==> src/rtl/ctrl_dataflow_sequencer.sv <==
// Systolic-array dataflow sequencer: turns the controller step count into
// registered feed, accumulate, write-back and done controls, and checks the step order.
module ctrl_dataflow_sequencer #(
   parameter int N  = 16,
   parameter int AW = 4
) (
   input  logic            clk,
   input  logic            rstn,
   input  logic [5:0]      state_count,
   input  logic            end_signal,
   input  logic            done_ready,
   output logic [N-1:0]    feed_en,
   output logic [N*AW-1:0] feed_addr,
   output logic            acc_clr,
   output logic            wb_en,
   output logic [AW-1:0]   wb_row,
   output logic            busy,
   output logic            done_valid,
   output logic            seq_err
);

   localparam logic [5:0] LP_LAST = 6'(3*N+1);
   localparam logic [5:0] LP_WB0  = 6'(2*N);
   localparam logic [5:0] LP_WB1  = 6'(3*N-1);
   localparam logic [5:0] LP_FIN  = 6'd63;

   typedef enum logic [1:0] {
      S_IDLE  = 2'd0,
      S_DONE  = 2'd1,
      S_ACKED = 2'd2
   } done_state_t;

   done_state_t r_state, w_state_nxt;

   logic [5:0]      r_prev;
   logic [5:0]      w_k;
   logic            w_run;
   logic            w_seq_ok;
   logic [N-1:0]    w_feed_en;
   logic [N*AW-1:0] w_feed_addr;
   logic            w_wb_en;
   logic [AW-1:0]   w_wb_row;

   always_comb begin
      w_run       = (state_count != 6'd0) && (state_count <= LP_LAST);
      w_k         = state_count - 6'd1;
      w_feed_en   = '0;
      w_feed_addr = '0;
      // Row i is skewed by i cycles and streams N operands.
      for (int i = 0; i < N; i++) begin
         if (w_run && (w_k >= 6'(i)) && (w_k <= 6'(i+N-1))) begin
            w_feed_en[i]            = 1'b1;
            w_feed_addr[i*AW +: AW] = AW'(w_k - 6'(i));
         end
      end
      w_wb_en  = w_run && (w_k >= LP_WB0) && (w_k <= LP_WB1);
      w_wb_row = w_wb_en ? AW'(w_k - LP_WB0) : '0;
      w_seq_ok = (state_count == r_prev)
              || ((r_prev < LP_LAST) && (state_count == r_prev + 6'd1))
              || ((r_prev == LP_LAST) && (state_count == LP_FIN));
   end

   always_comb begin
      w_state_nxt = r_state;
      unique case (r_state)
         S_IDLE:  if (end_signal) w_state_nxt = S_DONE;
         S_DONE:  if (done_ready) w_state_nxt = S_ACKED;
         S_ACKED: w_state_nxt = S_ACKED;
         default: w_state_nxt = S_IDLE;
      endcase
   end

   always_ff @(posedge clk or negedge rstn) begin
      if (!rstn) begin
         r_state    <= S_IDLE;
         r_prev     <= 6'd0;
         feed_en    <= '0;
         feed_addr  <= '0;
         acc_clr    <= 1'b1;
         wb_en      <= 1'b0;
         wb_row     <= '0;
         busy       <= 1'b0;
         done_valid <= 1'b0;
         seq_err    <= 1'b0;
      end else begin
         r_state    <= w_state_nxt;
         r_prev     <= state_count;
         feed_en    <= w_feed_en;
         feed_addr  <= w_feed_addr;
         acc_clr    <= (state_count == 6'd0);
         wb_en      <= w_wb_en;
         wb_row     <= w_wb_row;
         busy       <= w_run;
         done_valid <= (w_state_nxt == S_DONE);
         if (!w_seq_ok) seq_err <= 1'b1;
      end
   end

endmodule
==> config.mk <==
export PLATFORM = sky130hd
export DESIGN_NAME = ctrl_dataflow_sequencer
export DESIGN_NICKNAME = d
export VERILOG_FILES = /design/src/rtl/ctrl_dataflow_sequencer.sv
export SDC_FILE = /design/constraint.sdc
export NUM_CORES = 1
export LEC_CHECK = 0
export CORE_AREA = 2 2 100 122
export DETAILED_ROUTE_END_ITERATION = 16
export DIE_AREA = 0 0 102 124
export GPL_TIMING_DRIVEN = 0
export SLEW_MARGIN = 25
export SYNTH_ARGS = -nofsm -noshare
export SYNTH_HDL_FRONTEND = slang
export SYNTH_SLANG_ARGS = --single-unit
==> constraint.sdc <==
create_clock -name clk -period 1.7 [get_ports clk]
set_input_delay 0.17 -clock clk [delete_from_list [all_inputs] [get_ports clk]]
set_output_delay 0.17 -clock clk [all_outputs]
set_load 0.005 [all_outputs]
==> flow_summary.ini <==
[worst_setup_path]
end_kind = flip-flop
cp-start-kind = input port
path_max_fanout = 4
critPathSlowestCell = a221oi_2
reg2reg_from = r_prev[2]$_DFF_PN0_
r2r_cells = 6
cp_cell_sequence = buf_12, buf_12, buf_12, clkinv_8, ha_4, xor2_4, inv_2, buf_8, ha_4, a21boi_2, mux2i_1, a221oi_2, o21bai_4, nor3_2
worstPathArrival_ns = 2.17
cp_data_required_time_ns = 1.92
worstSetupPathType = input port to flip-flop
rr_endpoint = seq_err$_DFFE_PN0N_
critPathMaxStageDelay_ns = 0.36
reg2reg_setup_slack_ns = 0.14
critPathMostFrequentCell = buf_12

[global_routing]
grt_max_degree = 65
overflow = 0
grt_pass1_wl_um = 22300
grt_pass1_vias = 4019
gr-usage-all-layers = 0.240
antenna_found_initial = 0

[status]
violations = setup timing
status = complete, but fails checks

[yosys]
ys.warnings.count = 0
yosysUniqueCellTypes = 62
ys_seq_area_frac = 0.539
synth_area_um2 = 4500
syn_inst = 424
synth-seq-cells = 97
ys.flop_type = dfrtp_1
synth_edf_count = 0
async_reset_ff_frac = 1.00
synth_fp_nets = 446
synth_area_per_cell_um2 = 10.6

[hold_path]
hold_depth = 1
hold_start = state_count[3]
hold_end = r_prev[3]$_DFF_PN0_
hold_path_class = input port to flip-flop

[drt]
wl_um = 14800
vias_per_cell = 5.33
drc_errors = 0
drt-pass1-iter-count = 5
vias = 4095
drt-initial-drc-count = 288
routedWlPerCell_um = 19.2
ant_nets = 0

[clock_tree]
htree_levels = 3
cts.sinks = 97
cts_tree = built
path_clk_slew_ns = 0.07
clock_path_buffers = 2
clock_latency_ns = 0.35
cts_root_buf = clkbuf_16
cts_buffers = 9

[power]
p_leak_nw = 3.24
seq_power_share = 0.393
finalPower_mw = 6.58
power_density_nw_per_um2 = 882
combPwrFrac = 0.265
p_int_mw = 4.76
vdd_drop_max_mv = 0.502
p_clk_frac = 0.342
netSwitchingFraction = 0.276
switchingPower_mw = 1.82

[timing]
fin_crit_ns = 1.95
fin_tns_setup_ns = -5.45
setup_ws_ns = -0.246
hold_ws_ns = 0.0402
relSlewSlack = 0.493
final-max-slew-violation-count = 0
fmax_mhz = 514
fin_skew_ns = 0.00328
worst_slew_pin_slew_ns = 0.761
final-hold-violation-count = 0
fin_crit_sh = 1.14
finalSetupViolCount = 62
rsz0062_at_grt = true

[layout]
drive_gt1_frac = 0.364
antenna_cells = 0
layout.cells.non_filler = 769
synthToLayoutAreaGrowth_pct = 65.5
fillers = 921
multi_input_area_um2 = 2420
final_util = 0.653
final-seq-area_um2 = 2430
postLayoutCellArea_um2 = 7450
final_nets = 629

[floorplan]
num_io_pins = 99
placementRows = 43
fp.dieW_um = 102
core_area_um2 = 11400
fp.dieArea_um2 = 12600
die_h_um = 124
start_util = 0.395

[placement]
io_buffers = 98
gp_congestion = 0.916
place_hpwl_um = 9930
post-place-ws_ns = -1.84
place_area_um2 = 5910
dp.cells = 680

[job]
drv_cap = 0
-- cells in the mapped netlist, types with 10 or more instances --
master,instances,share of area
a21oi_1,14,0.016
inv_1,16,0.013
xnor2_1,16,0.031
nor3_1,25,0.028
dfrtp_1,96,0.53
nand2_1,23,0.019
o21ai_0,13,0.014
nor2b_1,11,0.015
nor2_1,52,0.043
ha_1,12,0.033
and3_1,10,0.014
buf_2,13,0.014
-- power by group through the flow --
stage               sequential [mW]  combinational [mW]  clock (mW)
floorplan                      2.64               0.637           0
global placement               2.63                1.29           0
detailed placement             2.63                1.31           0
CTS                            2.59                1.64        2.29
global route                   2.60                1.87        2.37
finish                         2.58                1.75        2.25
-- placed cells by master, fill, tap and decap left out, types with 8 or more instances in the layout --
master / instances
buf_12: 8
clkbuf_16: 9
nand2_1: 19
a21oi_1: 10
buf_4: 53
nor2_1: 46
buf_6: 19
nor3_1: 16
nor2b_1: 9
inv_1: 12
xnor2_1: 14
dfrtp_1: 96
clkdlybuf4s50_1: 91
-- metal layers --
layer	vias up	wire length [um]	share of wire	GRT usage
met3	48	664	0.045	0.0264
met1	2042	5990	0.41	0.300
li1	1841	-	-	-
met4	0	635	0.043	0.128
met2	164	7470	0.51	0.409
met5	-	0	0	0
-- cell families after synthesis --
family | after synthesis | share of synthesized area
multiplexers | 4 | 0.00889
AO/OA/AOI/OAI | 73 | 0.120
flip-flops | 97 | 0.539
buffers and inverters | 45 | 0.0494
XOR/XNOR | 22 | 0.0444
adder cells (fa/ha/maj) | 12 | 0.0333
AND/OR/NAND/NOR | 171 | 0.204
-- registers in the layout (all words and copies together), names as in the netlist --
signal and flops:
feed_addr 64, feed_en 16, r_prev 6, wb_row 4
r_state 2, acc_clr 1, busy 1, done_valid 1
seq_err 1, wb_en 1
-- what timing repair did --
action / CTS / global route
hold buffers: 2 / 1
setup buffers: 54 / 18
cloned: 2 / 0
hold endpoints to repair: 34 / 1
pin swaps: 37 / 30
setup endpoints to repair: 87 / 84
gates resized for setup: 123 / 36
-- how the worst max path moves through the flow --
stage | cells past startpoint | endpoint | start | slack (ns)
global placement | 1 | feed_addr[25]$_DFF_PN0_ | rstn | -2.89
CTS | 14 | feed_addr[37]$_DFF_PN0_ | state_count[0] | -0.29
finish | 14 | feed_addr[37]$_DFF_PN0_ | state_count[0] | -0.25
global route | 14 | feed_addr[37]$_DFF_PN0_ | state_count[0] | -0.30
detailed placement | 12 | feed_addr[31]$_DFF_PN0_ | state_count[0] | -1.84
floorplan | 13 | feed_addr[37]$_DFF_PN0_ | state_count[0] | -0.48
-- worst max-delay path, delay by kind of cell --
family	cells	cell delay (ns)
AO/OA/AOI/OAI	3	0.70
buffers and inverters	6	0.60
multiplexers	1	0.08
AND/OR/NAND/NOR	1	0.07
XOR/XNOR	1	0.21
adder cells (fa/ha/maj)	2	0.31
-- final cells by class --
type	instances	share of cell area
Clock buffer	11	0.0326
Buffer	25	0.0369
Tap cell	157	0.0264
Sequential cell	97	0.326
Timing Repair Buffer	173	0.229
Multi-Input combinational cell	282	0.325
Clock inverter	5	0.0114
Inverter	19	0.0126
Note: power is estimated with default switching activity, not from simulation.
